## src/rtl/imem_loader.sv

```systemverilog
// -----------------------------------------------------------------------------
// imem_loader
//
// Boot-time writer for the instruction memory read by the fetch stage.
// It takes a byte stream from a host or debug source over a valid/ready
// handshake. The stream is:
//   - a 16-bit little-endian word count N;
//   - N little-endian 32-bit instruction words.
// Each word is written to BASE_ADDR + 4*index. The CPU is held in reset until
// a complete image has been loaded.
//
// Optional feature (compile-time macro IMEM_LOADER_CHECKSUM_EN):
//   After the last word (or straight after an N==0 header), one more byte is
//   accepted. It must equal the XOR of every data byte; the header bytes are
//   not included. A match ends in DONE and a mismatch ends in ERROR. Words
//   already written stay written. Without the macro there is no CHECK state
//   and no XOR register.
//
// Parameters
//   ADDR_WIDTH  width of mem_addr (byte address, same as PC width)
//   MEM_DEPTH   instruction memory depth in 32-bit words; max loadable count
//   BASE_ADDR   byte address of the first word written (must be 4-aligned)
//
// Ports
//   clk           in   clock, rising edge
//   reset         in   asynchronous, active-high reset
//   start         in   1-cycle pulse; begins a load from IDLE/DONE/ERROR only
//   byte_valid    in   byte_data is valid
//   byte_data     in   stream byte
//   byte_ready    out  loader accepts a byte this cycle (HDR/LOAD/CHECK)
//   mem_we        out  instruction memory write strobe, one cycle per word
//   mem_addr      out  byte address of the write (BASE_ADDR + 4*index)
//   mem_wdata     out  instruction word being written
//   cpu_hold      out  1 = keep the pipeline/PC in reset
//   busy          out  load in progress
//   done          out  image loaded successfully (level until next start)
//   error         out  load aborted (level until next start)
//   words_loaded  out  number of words written in the current load
// -----------------------------------------------------------------------------
module imem_loader #(
   parameter int unsigned           ADDR_WIDTH = 32,
   parameter int unsigned           MEM_DEPTH  = 256,
   parameter logic [ADDR_WIDTH-1:0] BASE_ADDR  = '0
) (
   input  logic                  clk,
   input  logic                  reset,
   input  logic                  start,
   input  logic                  byte_valid,
   input  logic [7:0]            byte_data,
   output logic                  byte_ready,
   output logic                  mem_we,
   output logic [ADDR_WIDTH-1:0] mem_addr,
   output logic [31:0]           mem_wdata,
   output logic                  cpu_hold,
   output logic                  busy,
   output logic                  done,
   output logic                  error,
   output logic [15:0]           words_loaded
);

   typedef enum logic [2:0] {
      ST_IDLE  = 3'd0,
      ST_HDR   = 3'd1,
      ST_LOAD  = 3'd2,
      ST_WRITE = 3'd3,
      ST_DONE  = 3'd4,
      ST_ERROR = 3'd5
`ifdef IMEM_LOADER_CHECKSUM_EN
      ,
      ST_CHECK = 3'd6
`endif
   } state_t;

   // State that follows the final word (or an empty image).
`ifdef IMEM_LOADER_CHECKSUM_EN
   localparam state_t ST_AFTER_LAST = ST_CHECK;
`else
   localparam state_t ST_AFTER_LAST = ST_DONE;
`endif

   // The count is compared in 17 bits. This keeps MEM_DEPTH == 65536 meaningful.
   localparam logic [16:0] DEPTH_LIMIT = 17'(MEM_DEPTH);

   state_t        state_reg;
   state_t        state_next;

   logic          hdr_idx_reg;       // 0: expecting count low byte, 1: high byte
   logic [7:0]    hdr_lo_reg;
   logic [15:0]   count_reg;
   logic [1:0]    byte_idx_reg;      // byte position within the current word
   logic [31:0]   word_reg;
   logic [15:0]   words_loaded_reg;
`ifdef IMEM_LOADER_CHECKSUM_EN
   logic [7:0]    xor_reg;
`endif

   logic          accept;
   logic          start_ok;
   logic [15:0]   header_n;
   logic          last_word;
   logic [ADDR_WIDTH-1:0] addr_offset;

   assign accept   = byte_valid && byte_ready;
   assign start_ok = start && ((state_reg == ST_IDLE) ||
                               (state_reg == ST_DONE) ||
                               (state_reg == ST_ERROR));

   // Full count as seen while the high header byte is on the bus.
   assign header_n  = {byte_data, hdr_lo_reg};
   assign last_word = (({1'b0, words_loaded_reg} + 17'd1) == {1'b0, count_reg});

   // Index*4 is truncated or extended to the address width. The add wraps modulo 2^ADDR_WIDTH.
   assign addr_offset = ADDR_WIDTH'({words_loaded_reg, 2'b00});

   // ---------------------------------------------------------------------------
   // FSM: state register
   // ---------------------------------------------------------------------------
   always_ff @(posedge clk or posedge reset) begin
      if (reset) begin
         state_reg <= ST_IDLE;
      end else begin
         state_reg <= state_next;
      end
   end

   // ---------------------------------------------------------------------------
   // FSM: next-state logic
   // ---------------------------------------------------------------------------
   always_comb begin
      state_next = state_reg;
      case (state_reg)
         ST_IDLE, ST_DONE, ST_ERROR: begin
            if (start_ok) begin
               state_next = ST_HDR;
            end
         end
         ST_HDR: begin
            if (accept && hdr_idx_reg) begin
               if (header_n == 16'd0) begin
                  state_next = ST_AFTER_LAST;
               end else if ({1'b0, header_n} > DEPTH_LIMIT) begin
                  state_next = ST_ERROR;
               end else begin
                  state_next = ST_LOAD;
               end
            end
         end
         ST_LOAD: begin
            if (accept && (byte_idx_reg == 2'd3)) begin
               state_next = ST_WRITE;
            end
         end
         ST_WRITE: begin
            state_next = last_word ? ST_AFTER_LAST : ST_LOAD;
         end
`ifdef IMEM_LOADER_CHECKSUM_EN
         ST_CHECK: begin
            if (accept) begin
               state_next = (byte_data == xor_reg) ? ST_DONE : ST_ERROR;
            end
         end
`endif
         default: begin
            state_next = ST_IDLE;
         end
      endcase
   end

   // ---------------------------------------------------------------------------
   // FSM: outputs. These are decoded from state only, so reset sets them at once.
   // ---------------------------------------------------------------------------
   always_comb begin
      byte_ready = 1'b0;
      mem_we     = 1'b0;
      busy       = 1'b0;
      done       = 1'b0;
      error      = 1'b0;
      cpu_hold   = 1'b1;
      case (state_reg)
         ST_HDR, ST_LOAD: begin
            byte_ready = 1'b1;
            busy       = 1'b1;
         end
         ST_WRITE: begin
            mem_we = 1'b1;
            busy   = 1'b1;
         end
`ifdef IMEM_LOADER_CHECKSUM_EN
         ST_CHECK: begin
            byte_ready = 1'b1;
            busy       = 1'b1;
         end
`endif
         ST_DONE: begin
            done     = 1'b1;
            cpu_hold = 1'b0;
         end
         ST_ERROR: begin
            error = 1'b1;
         end
         default: begin
            byte_ready = 1'b0;
         end
      endcase
   end

   assign mem_addr     = BASE_ADDR + addr_offset;
   assign mem_wdata    = word_reg;
   assign words_loaded = words_loaded_reg;

   // ---------------------------------------------------------------------------
   // Datapath registers
   // ---------------------------------------------------------------------------
   always_ff @(posedge clk or posedge reset) begin
      if (reset) begin
         hdr_idx_reg      <= 1'b0;
         hdr_lo_reg       <= 8'd0;
         count_reg        <= 16'd0;
         byte_idx_reg     <= 2'd0;
         word_reg         <= 32'd0;
         words_loaded_reg <= 16'd0;
`ifdef IMEM_LOADER_CHECKSUM_EN
         xor_reg          <= 8'd0;
`endif
      end else begin
         case (state_reg)
            ST_IDLE, ST_DONE, ST_ERROR: begin
               if (start_ok) begin
                  hdr_idx_reg      <= 1'b0;
                  byte_idx_reg     <= 2'd0;
                  words_loaded_reg <= 16'd0;
`ifdef IMEM_LOADER_CHECKSUM_EN
                  xor_reg          <= 8'd0;
`endif
               end
            end
            ST_HDR: begin
               if (accept) begin
                  if (!hdr_idx_reg) begin
                     hdr_lo_reg  <= byte_data;
                     hdr_idx_reg <= 1'b1;
                  end else begin
                     count_reg <= header_n;
                  end
               end
            end
            ST_LOAD: begin
               if (accept) begin
                  // Little-endian assembly: every new byte enters at the top.
                  // After four bytes, the first byte received is in bits [7:0].
                  word_reg     <= {byte_data, word_reg[31:8]};
                  byte_idx_reg <= byte_idx_reg + 2'd1;
`ifdef IMEM_LOADER_CHECKSUM_EN
                  xor_reg      <= xor_reg ^ byte_data;
`endif
               end
            end
            ST_WRITE: begin
               words_loaded_reg <= words_loaded_reg + 16'd1;
            end
            default: begin
               hdr_idx_reg <= hdr_idx_reg;
            end
         endcase
      end
   end

endmodule

```

## config.mk

```make
export PLATFORM = sky130hd
export DESIGN_NAME = imem_loader
export DESIGN_NICKNAME = d
export VERILOG_FILES = /design/src/rtl/imem_loader.sv
export SDC_FILE = /design/constraint.sdc
export NUM_CORES = 1
export LEC_CHECK = 0
export CORE_MARGIN = 1
export CORE_UTILIZATION = 35
export CTS_CLUSTER_DIAMETER = 50
export CTS_CLUSTER_SIZE = 28
export DETAILED_ROUTE_END_ITERATION = 10
export PLACE_DENSITY_LB_ADDON = 0.3
export SLEW_MARGIN = 20
export SYNTH_ARGS = -nofsm -noshare
export SYNTH_HDL_FRONTEND = slang
export SYNTH_SLANG_ARGS = --single-unit
export TNS_END_PERCENT = 50
```

## constraint.sdc

```tcl
create_clock -name clk -period 3.1 [get_ports clk]
set_clock_uncertainty 0.2 [all_clocks]
set_input_delay 0.31 -clock clk [delete_from_list [all_inputs] [get_ports clk]]
set_output_delay 0.31 -clock clk [all_outputs]
set_load 0.01 [all_outputs]
```

* After elaboration in Yosys (flattened, before gate mapping) *
Index checks and enable logic that the tools add are counted.

storage, ports and cells
  register bits = 78
  bits of input ports = 12
  output and inout port bits = 86
  word-level logic and storage cells = 66

cells by class
  add/sub/neg operators = 3
  order comparisons = 1
  equality and inequality tests = 12
  mux-type cells = 21
  bitwise logic cells = 1
  reductions and logical operators = 21

operators with widths
  cell                   number
  $pmux 16 s2            1
  $mux 3                 6
  $add 16x1->17 const B  1
  $eq 17x16->1           1
  $add 16x1->16 const B  1
  $gt 16x9->1 const B    1
  $logic_not 16->1       1
  $mux 16                1
  $reduce_and 3->1       5
  $pmux 3 s4             1
  $ne 2x2->1 const B     5
  $mux 1                 8
  $eq 3x2->1 const B     2
  $eq 3x3->1 const B     2
  $reduce_bool 2->1      3
  $reduce_or 3->1        2
  $logic_and 1x1->1      4
  $mux 2                 2
  $pmux 2 s2             1
  $reduce_and 2->1       2
  $eq 3x1->1 const B     1
  $logic_not 3->1        1
  $add 2x1->2 const B    1
  $eq 2x2->1 const B     1
  other kinds (4)        5

* Longest topological paths before layout *
  word-level depth = 7
  gate-level depth with buffers = 8
  mapped depth without buffers = 7

* Least setup slack after synthesis *
Ideal clock, no wire load.

  path type = register to register
  start = register words_loaded_reg[0] (netlist: words_loaded[0])
  end = register state_reg[1]
  library setup time = 0.120 ns
  arrival = 1.834 ns
  required time = 2.780 ns
  slack = 0.945 ns
  cell stages (with the launch flop) = 8
  buffers on the path = 0
  clock period less this slack = 2.155 ns
  cells stage by stage = dfrtp_1 > ha_1 > nand3_2 > nor2_1 > xnor2_1 > nor4_1 > nand4_1 > o211a_1

on the way
  word-level cells in the longest chain between the ends = 4

RTL lines
  element                 RTL line  RTL
  start, declared         92        logic [15:0] words_loaded_reg;
  start signal, assigned  259       words_loaded_reg <= words_loaded_reg + 16'd1;
  $add 16x1->17           110       assign last_word = (({1'b0, words_loaded_reg} + 17'd1) == {1'b0, count_reg});
  $eq 17x16->1            110
  $mux 3                  154       state_next = last_word ? ST_AFTER_LAST : ST_LOAD;
  $pmux 3 s4              131       case (state_reg)
  end signal, assigned    122       state_reg <= state_next;
  end, declared           84        state_t state_reg;

No other way between the ends.
A chain may end at the register's enable or synchronous reset.

* Worst setup path in the final report *
  start = register state_reg[0]
  end = output mem_we

on the way
  word-level cells in the longest chain between the ends = 2

RTL lines
  element        RTL line  RTL
  $eq 3x2->1     179       case (state_reg)
  $mux 1         179
  end, declared  51        output logic mem_we,

No other way between the ends.

==> results.yml <==
run_status:
  status: "completed"
routing:
  vias_per_cell: 5.15
  drc_errors: 0
  wirelength_um: 9350
  vias: 2973
  first_pass_iters: 4
  ant_nets: 0
  wl_per_cell_um: 16.2
  first_iter_violations: 159
finish:
  largest_reg_flops: 32
  most-common-layout-cells: "81 x clkdlybuf4s50_1, 78 x dfrtp_1, 56 x mux2_2"
  fin_nets: 448
  syn2layout_area_growth_pct: 25.8
  diodes: 0
  final_common_cell: "clkdlybuf4s50_1"
  design_area_um2: 5100
  drive_gt1_share_pct: 20.4
cts:
  cts_resized: 0
  clockBufferDepth: 2
  clock_sinks: 78
  cts_tree: "built"
  post_cts.repair.setup_buffers: 0
  ctsHoldBuffers: 0
  cts-root-buf: "clkbuf_16"
  clk_latency_ns: 0.34
  htree_num_levels: 3
  clk_pin_slew_worst_paths_ns: 0.06
  cts_buffers: 9
die:
  start_util_pct: 36.6
  die_w_um: 110
  dieArea_um2: 12000
  die_height_um: 110
  core_um2: 11100
  ios: 98
  num_rows: 38
logic_synthesis:
  synth_warnings: 0
  yosys.area.top_type_share_pct: 48.2
  yosys.area.top_type: "dfrtp_1"
  synth_area_leaders: "dfrtp_1 48%, mux2_2 16%, buf_4 5.9%"
  seq_area_frac_synth_pct: 48.2
  async_reset_ff_share_pct: 100
  yosys_register_bits: 78
  synthCells: 367
  synth_ff_type: "dfrtp_1"
  synth.avg_cell_area_um2: 11.0
  synth_edf_count: 0
  netlist_area_um2: 4050
  ys_types: 52
worst_setup_path:
  startpoint_type: "register"
  critPathBufInv: 2
  cpLargestDelayFamily: "buffers and inverters"
  critical_path.max_fanout: 10
  crit_chain: "nor2b_1 -> nand2_1 -> clkinv_1 -> clkdlybuf4s50_1"
  critPathArrivalTime_ns: 2.25
  critical_path_class: "register to primary output"
  slowest_delay_ns: 0.60
  slowest_stage: "clkdlybuf4s50_1"
  cp.required_ns: 2.59
  worst_setup_path_end_kind: "primary output"
pwr:
  p_int_uw: 2160
  powerDensity_nw_per_um2: 608
  swShare_pct: 30.3
  power_frac_clock_pct: 30.7
  pwr-share-seq_pct: 44.9
  p_leak_uw: 0.00221
  vdd.ir_drop.worst_uv: 301
  p_sw_uw: 941
  power_uw: 3100
  share_comb_of_total_power_pct: 24.3
place:
  placed_area_um2: 4830
  globalplace.congestion: 0.868
  dpl.hpwl_um: 6910
  portBuffers: 81
sta:
  setup_tns_ns: 0
  post-route-period-util_pct: 89.0
  tightest_slew_ns: 0.760
  setup_viol: 0
  timing.fmax_ghz: 0.362
  finalMaxSlewViolations: 0
  rsz0062_at_grt: "false"
  period_needed_ns: 2.76
  slew_headroom_pct: 49.3
  hold_viol: 0
global_route:
  grt_pass1_vias: 2989
  grt_pass1_wl_um: 15200
  antenna_found_initial: 0
  globalRouteTotalUtil_pct: 16.7
  grt_max_degree: 35
  gr-total-overflow: 0
job:
  drv_cap: 0
min_path:
  min_path_type: "primary input to asynchronous set/reset pin"
## worst paths after layout
kind | from | endpoint | slack, ns | depth (start not counted)
min in group clk | mem_wdata[1] | mem_wdata[1] | 0.30 | 1
min | reset | mem_wdata[25] | 0.16 | 2
max | state_reg[0] | mem_we | 0.34 | 4
min reg2reg | mem_wdata[1] | mem_wdata[1] | 0.30 | 1
max reg2reg | words_loaded[0] | state_reg[1] | 0.68 | 7
max in group asynchronous | reset | words_loaded[8] | 1.82 | 3
## synthesized netlist by cell type, types with 2 or more instances
master and count:
dfrtp_1 78, a21oi_1 9, nor3b_1 2, xor2_1 6
a31oi_1 3, nor2b_1 4, inv_1 4, ha_1 2
nand3_2 3, nand2_1 26, mux2_2 56, buf_2 8
xnor2_1 14, nand2b_1 4, nor2_1 20, nand3_1 8
nor4_1 4, buf_4 32, and3_1 4, o21ai_0 33
clkbuf_1 4, nor4_4 2, o31ai_1 6, nand4_1 6
o211ai_1 2
## routing by layer
layer  wire length [um]  vias up  global-route usage (%)  share of wire, %
met4                163        0                    6.29               1.7
met3                467       13                    3.68               5.0
li1                   -     1399                       -                 -
met2               4610       90                    27.1                49
met1               4110     1471                    21.9                44
met5                  0        -                       0                 0
## worst register-to-register path, cell delays in order, from the launching register on
cell and delay, ns:
dfrtp_1 0.49, ha_1 0.33, nand3_1 0.21, nor2_1 0.35, o2111ai_1 0.20, nor3_1 0.17, nand4_1 0.14, o211a_1 0.24
## through the flow
step / worst slack, ns / instances / hold WS [ns] / util, %
2_1_floorplan: 0.595 / 382 / 0.261 / -
3_3_place_gp: 0.651 / 563 / 0.292 / 43.6
3_5_place_dp: 0.600 / 563 / 0.297 / 43.6
4_1_cts: 0.362 / 577 / 0.178 / 46.0
5_1_grt: 0.274 / 577 / 0.234 / 46.0
6_report: 0.340 / 577 / 0.162 / 46.0
## kinds of logic after synthesis
logic type	count (synthesis)	synth area share, %
AND/OR/NAND/NOR	95	13.4
flip-flops	78	48.2
other	1	0.0926
adder cells (fa/ha/maj)	2	0.618
buffers and inverters	50	7.88
XOR/XNOR	20	4.33
multiplexers	57	15.8
AO/OA/AOI/OAI	64	9.70
## power groups by stage
stage          Clock, uW  Sequential, uW  Combinational, uW
2_1_floorplan          0            1320                619
3_3_place_gp           0            1410                741
3_5_place_dp           0            1420                755
4_1_cts              972            1400                760
5_1_grt             1030            1420                838
6_report             953            1390                755
## cell type report
class / count / area [um2]
clock buffer: 10 / 239
fill: 1073 / 5980
tap: 140 / 175
inverter: 5 / 18.8
timing repair buffer: 86 / 848
sequential: 78 / 1950
clock inverter: 4 / 25.0
multi-input combinational: 254 / 1840
No activity file was read; power rests on OpenSTA's default activity.
